**src/rtl/fully_associative_cache_fill.sv**
```systemverilog
// Miss-handling / line-fill controller for the 256-entry fully associative cache.
// Optional feature: define FA_FILL_INVALID_FIRST_EN to prefer the lowest invalid entry as victim.
module fully_associative_cache_fill #(
  parameter  int NUM_LINES = 256,
  parameter  int TAG_W     = 12,
  parameter  int ADDR_W    = 16,
  localparam int IDX_W     = $clog2(NUM_LINES),
  localparam int LINE_W    = TAG_W + 129
) (
  input  logic                 clk,
  input  logic                 rst,
  input  logic                 miss_valid,
  input  logic [ADDR_W-1:0]    miss_addr,
  output logic                 miss_ready,
  input  logic [NUM_LINES-1:0] valid_vec,
  output logic                 mem_req_valid,
  output logic [ADDR_W-1:0]    mem_req_addr,
  input  logic                 mem_req_ready,
  input  logic                 mem_rsp_valid,
  input  logic [31:0]          mem_rsp_data,
  output logic                 line_we,
  output logic [IDX_W-1:0]     line_idx,
  output logic [LINE_W-1:0]    line_data,
  output logic                 fill_done,
  output logic                 busy
);

  typedef enum logic [1:0] {IDLE, REQ, RECV, WRITE} state_t;

  state_t            state, state_nxt;
  logic [TAG_W-1:0]  tag_q;
  logic [IDX_W-1:0]  rr_ptr, victim_q, victim_sel;
  logic              use_rr_q, use_rr_sel;
  logic [1:0]        cnt_q;
  logic [127:0]      words_q;
  logic              accept;

  logic [3:0] unused_offset;
  assign unused_offset = miss_addr[3:0];

`ifdef FA_FILL_INVALID_FIRST_EN
  // Descending scan so the lowest invalid index wins.
  always_comb begin
    victim_sel = rr_ptr;
    use_rr_sel = 1'b1;
    for (int i = NUM_LINES-1; i >= 0; i--) begin
      if (!valid_vec[i]) begin
        victim_sel = IDX_W'(i);
        use_rr_sel = 1'b0;
      end
    end
  end
`else
  logic unused_valid;
  assign unused_valid = ^valid_vec;
  assign victim_sel   = rr_ptr;
  assign use_rr_sel   = 1'b1;
`endif

  assign accept = miss_valid && miss_ready;

  // Words shift in from the bottom: after four, w0 sits at [127:96] and w3 at [31:0].
  always_ff @(posedge clk) begin
    if (rst) begin
      state    <= IDLE;
      tag_q    <= '0;
      rr_ptr   <= '0;
      victim_q <= '0;
      use_rr_q <= 1'b0;
      cnt_q    <= '0;
      words_q  <= '0;
    end else begin
      state <= state_nxt;
      case (state)
        IDLE: if (accept) begin
          tag_q    <= miss_addr[ADDR_W-1 -: TAG_W];
          victim_q <= victim_sel;
          use_rr_q <= use_rr_sel;
        end
        REQ:  if (mem_req_ready) cnt_q <= '0;
        RECV: if (mem_rsp_valid) begin
          words_q <= {words_q[95:0], mem_rsp_data};
          cnt_q   <= cnt_q + 2'd1;
        end
        WRITE: if (use_rr_q) rr_ptr <= rr_ptr + 1'b1;
        default: ;
      endcase
    end
  end

  always_comb begin
    state_nxt     = state;
    miss_ready    = 1'b0;
    mem_req_valid = 1'b0;
    mem_req_addr  = '0;
    line_we       = 1'b0;
    line_idx      = '0;
    line_data     = '0;
    fill_done     = 1'b0;
    busy          = 1'b0;
    if (!rst) begin
      mem_req_addr = ADDR_W'({tag_q, 4'b0000});
      line_idx     = victim_q;
      busy         = (state != IDLE);
      case (state)
        IDLE: begin
          miss_ready = 1'b1;
          if (miss_valid) state_nxt = REQ;
        end
        REQ: begin
          mem_req_valid = 1'b1;
          if (mem_req_ready) state_nxt = RECV;
        end
        RECV: if (mem_rsp_valid && cnt_q == 2'd3) state_nxt = WRITE;
        WRITE: begin
          line_we   = 1'b1;
          fill_done = 1'b1;
          line_data = {1'b1, tag_q, words_q};
          state_nxt = IDLE;
        end
        default: state_nxt = IDLE;
      endcase
    end
  end

endmodule

```
**config.mk**
```make
export PLATFORM = sky130hd
export DESIGN_NAME = fully_associative_cache_fill
export DESIGN_NICKNAME = d
export VERILOG_FILES = /design/src/rtl/fully_associative_cache_fill.sv
export SDC_FILE = /design/constraint.sdc
export NUM_CORES = 1
export LEC_CHECK = 0
export CAP_MARGIN = 20
export CORE_AREA = 2 2 184 186
export CTS_CLUSTER_DIAMETER = 40
export DETAILED_ROUTE_END_ITERATION = 7
export DIE_AREA = 0 0 186 188
export PLACE_DENSITY = 0.63
export RECOVER_POWER = 50
export SETUP_SLACK_MARGIN = 0.1
export SLEW_MARGIN = 40
export SYNTH_ARGS = -nofsm -noshare
export SYNTH_HDL_FRONTEND = slang
export SYNTH_SLANG_ARGS = --single-unit
```
**constraint.sdc**
```tcl
create_clock -name clk -period 4.8 [get_ports clk]
set_input_delay 1.44 -clock clk [delete_from_list [all_inputs] [get_ports clk]]
set_output_delay 1.44 -clock clk [all_outputs]
set_load 0.05 [all_outputs]
```
==> flow_summary.json <==
{
  "wl_per_cell_um": 14.0,
  "critPathTopFamily": "buffers and inverters",
  "final-seq-area_um2": 3220,
  "layout-drive-gt1-share": 0.201,
  "endpoint_kind": "flip-flop",
  "hpwl_um": 14600,
  "synth_ff_type": "dfxtp_1",
  "min-delay-path-class": "reg2reg",
  "worstMarginPinSlew_ns": 2.28,
  "cts_sinks": 161,
  "io_pins": 479,
  "cts_resized": 0,
  "slowest_stage": "clkbuf_2",
  "grt_util_all_layers": 0.120,
  "hold_viol_final": 0,
  "initial_core_util": 0.207,
  "worstSkewPairLatency_ns": 0.43,
  "postCtsHoldBufs": 0,
  "fp-row-count": 67,
  "skew_ns": 0.0115,
  "drt_iter0_drc": 301,
  "final_cell_mix": "261 x nand2_1, 161 x dfxtp_1, 144 x buf_12, 140 x and2_1, 135 x a21oi_1",
  "dp.cells": 1468,
  "maxSlewHeadroom": -0.522,
  "post_cts_buffers": 0,
  "fin_tns_setup_ns": 0,
  "multi_input_area_um2": 3290,
  "syn_area_per_cell_um2": 7.94,
  "place.gp.congestion": 0.765,
  "io_buffers": 214,
  "power_per_cell_area_nw_per_um2": 302,
  "synthTopCellsByArea": "dfxtp_1 47%, nand2_1 14%, and2_1 13%",
  "synthToLayoutAreaGrowth_pct": 65.2,
  "cts.clk_slew.worst_paths_ns": 0.07,
  "vias_per_cell": 4.08,
  "cts_buffers": 17,
  "die_area_um2": 35000,
  "rsz0062_at_grt": "no",
  "ir_drop_uv": 210,
  "synth-seq-cells": 161,
  "violations": "max-capacitance violations, max-slew violations",
  "drc": 0,
  "root_buffer": "clkbuf_16",
  "synth_edf_count": 0,
  "yosysWarnings": 0,
  "post-route-period-util": 0.863,
  "p_leak_nw": 4.04,
  "maxCapViolCount": 2,
  "startpoint_type": "primary input",
  "synth_cell_types": 34,
  "cts_tree": "built",
  "crit_buf_inv": 2,
  "status": "finished, violations left",
  "antenna_cells": 0,
  "layout_commonest_cell": "nand2_1",
  "dieHeight_um": 188,
  "cts-htree-levels": 4,
  "antenna_found_initial": 1,
  "core_um2": 33100,
  "fin_cells": 1500,
  "setup_viol": 0,
  "min_from": "words_q[123]",
  "yosys.area.top_type_share": 0.470,
  "seq_area_frac_synth": 0.470,
  "r2r_start": "state[0]",
  "worstPathCellList": "dlygate4sd3_1 -> and2_4 -> clkbuf_2 -> nand2_1 -> a21oi_1",
  "grt_max_degree": 120,
  "worst-setup-path-type": "in2reg",
  "final_nets": 1355,
  "vias": 6124,
  "fmax_ghz": 0.241,
  "cp.required_ns": 5.13,
  "synthesis.area_um2": 6850,
  "clock_path_buffers": 2,
  "wirelength_um": 21100,
  "die_w_um": 186,
  "grt-ovfl-total": 0,
  "netlist_instances": 863,
  "cp.arrival_ns": 4.47,
  "slew_viol_final": 141,
  "num-fill-cells": 3413,
  "synthArstFlopShare": 0,
  "slowest_delay_ns": 1.35,
  "grt_pass1_wl_um": 32700,
  "crit_start": "mem_rsp_valid",
  "drtAntennaViolNets": 0,
  "first_pass_iters": 4,
  "grt_pass1_vias": 5828,
  "fin_crit_ns": 4.14,
  "yosysTopAreaCell": "dfxtp_1",
  "cp_max_fo": 89
}
per-stage QoR:
step | hold WS [ns] | cell area (µm²) | total power [mW] | util | setup WS, ns
3_3_place_gp | 0.438 | 10800 | 2.08 | 0.325 | 0.680
3_5_place_dp | 0.445 | 10800 | 2.10 | 0.325 | 0.683
6_report | 0.451 | 11300 | 3.42 | 0.342 | 0.656
5_1_grt | 0.469 | 11300 | 3.59 | 0.342 | 0.503
4_1_cts | 0.455 | 11400 | 3.49 | 0.343 | 0.683
2_1_floorplan | 0.432 | 6860 | 1.89 | - | 0.441
cells in the mapped netlist (all sizes together), types with 2 or more instances:
cell	count
mux2	20
and2	142
nand3	5
nand2b	2
clkbuf	23
nand2	262
dfxtp	161
nor2	3
or3	4
buf	46
a31o	2
a21oi	136
nand4	3
ha	7
inv	5
o21ai	6
nor2b	26
worst paths after layout:
| check | to | slack, ns | cells past startpoint |
|---|---|---|---|
| worst min register to register | words_q[123] | 0.45 | 2 |
| worst max-delay path | words_q[82] | 0.66 | 5 |
| worst min-delay path | words_q[123] | 0.45 | 2 |
| worst max register to register | words_q[82] | 1.58 | 6 |
where the power goes:
part	switching [mW]	internal, mW
Sequential	0.0440	1.40
Combinational	0.399	0.209
Clock	0.669	0.698
Total	1.11	2.31
worst register-to-register path: stages (launching register included):
cell      delay [ns]
dfxtp_1         0.35
inv_1           0.12
ha_1            0.34
and2_4          0.31
clkbuf_2        1.35
nand2_1         0.44
a21oi_1         0.22
cells by family (layout without fill, tap and decap cells):
family / Yosys count / in the layout / share of synthesized area
xor gates and xnor gates: 2 / 2 / 0.00256
AOI/OAI and AO/OA: 149 / 149 / 0.113
muxes: 21 / 21 / 0.0343
and+or+nand+nor: 448 / 448 / 0.314
adders and majority gates: 7 / 7 / 0.0128
DFF: 161 / 161 / 0.470
buffers and inverters: 74 / 260 / 0.0529
other: 1 / 4 / 0.000547
flip-flops by register name, indices dropped and copies added, names as in the netlist:
| register | cells |
|---|---|
| rr_ptr | 8 |
| use_rr_q | 1 |
| tag_q | 12 |
| victim_q | 8 |
| cnt_q | 2 |
| state | 2 |
| words_q | 128 |
metal layers:
metal	vias up	wire length, µm	GRT usage
met5	-	0	0
met4	0	322	0.0348
met3	16	1980	0.0513
met2	190	9650	0.188
met1	2824	9130	0.149
li1	3094	-	-
layout make-up:
class                   count  share of cell area
multi-input cells         631               0.291
clock inverters            15              0.0144
well taps                 448              0.0495
flip-flops and latches    161               0.285
clock buffers              17              0.0376
repair buffers            223               0.322
inverters                   5             0.00166
Note: power is estimated with default switching activity, not from simulation.
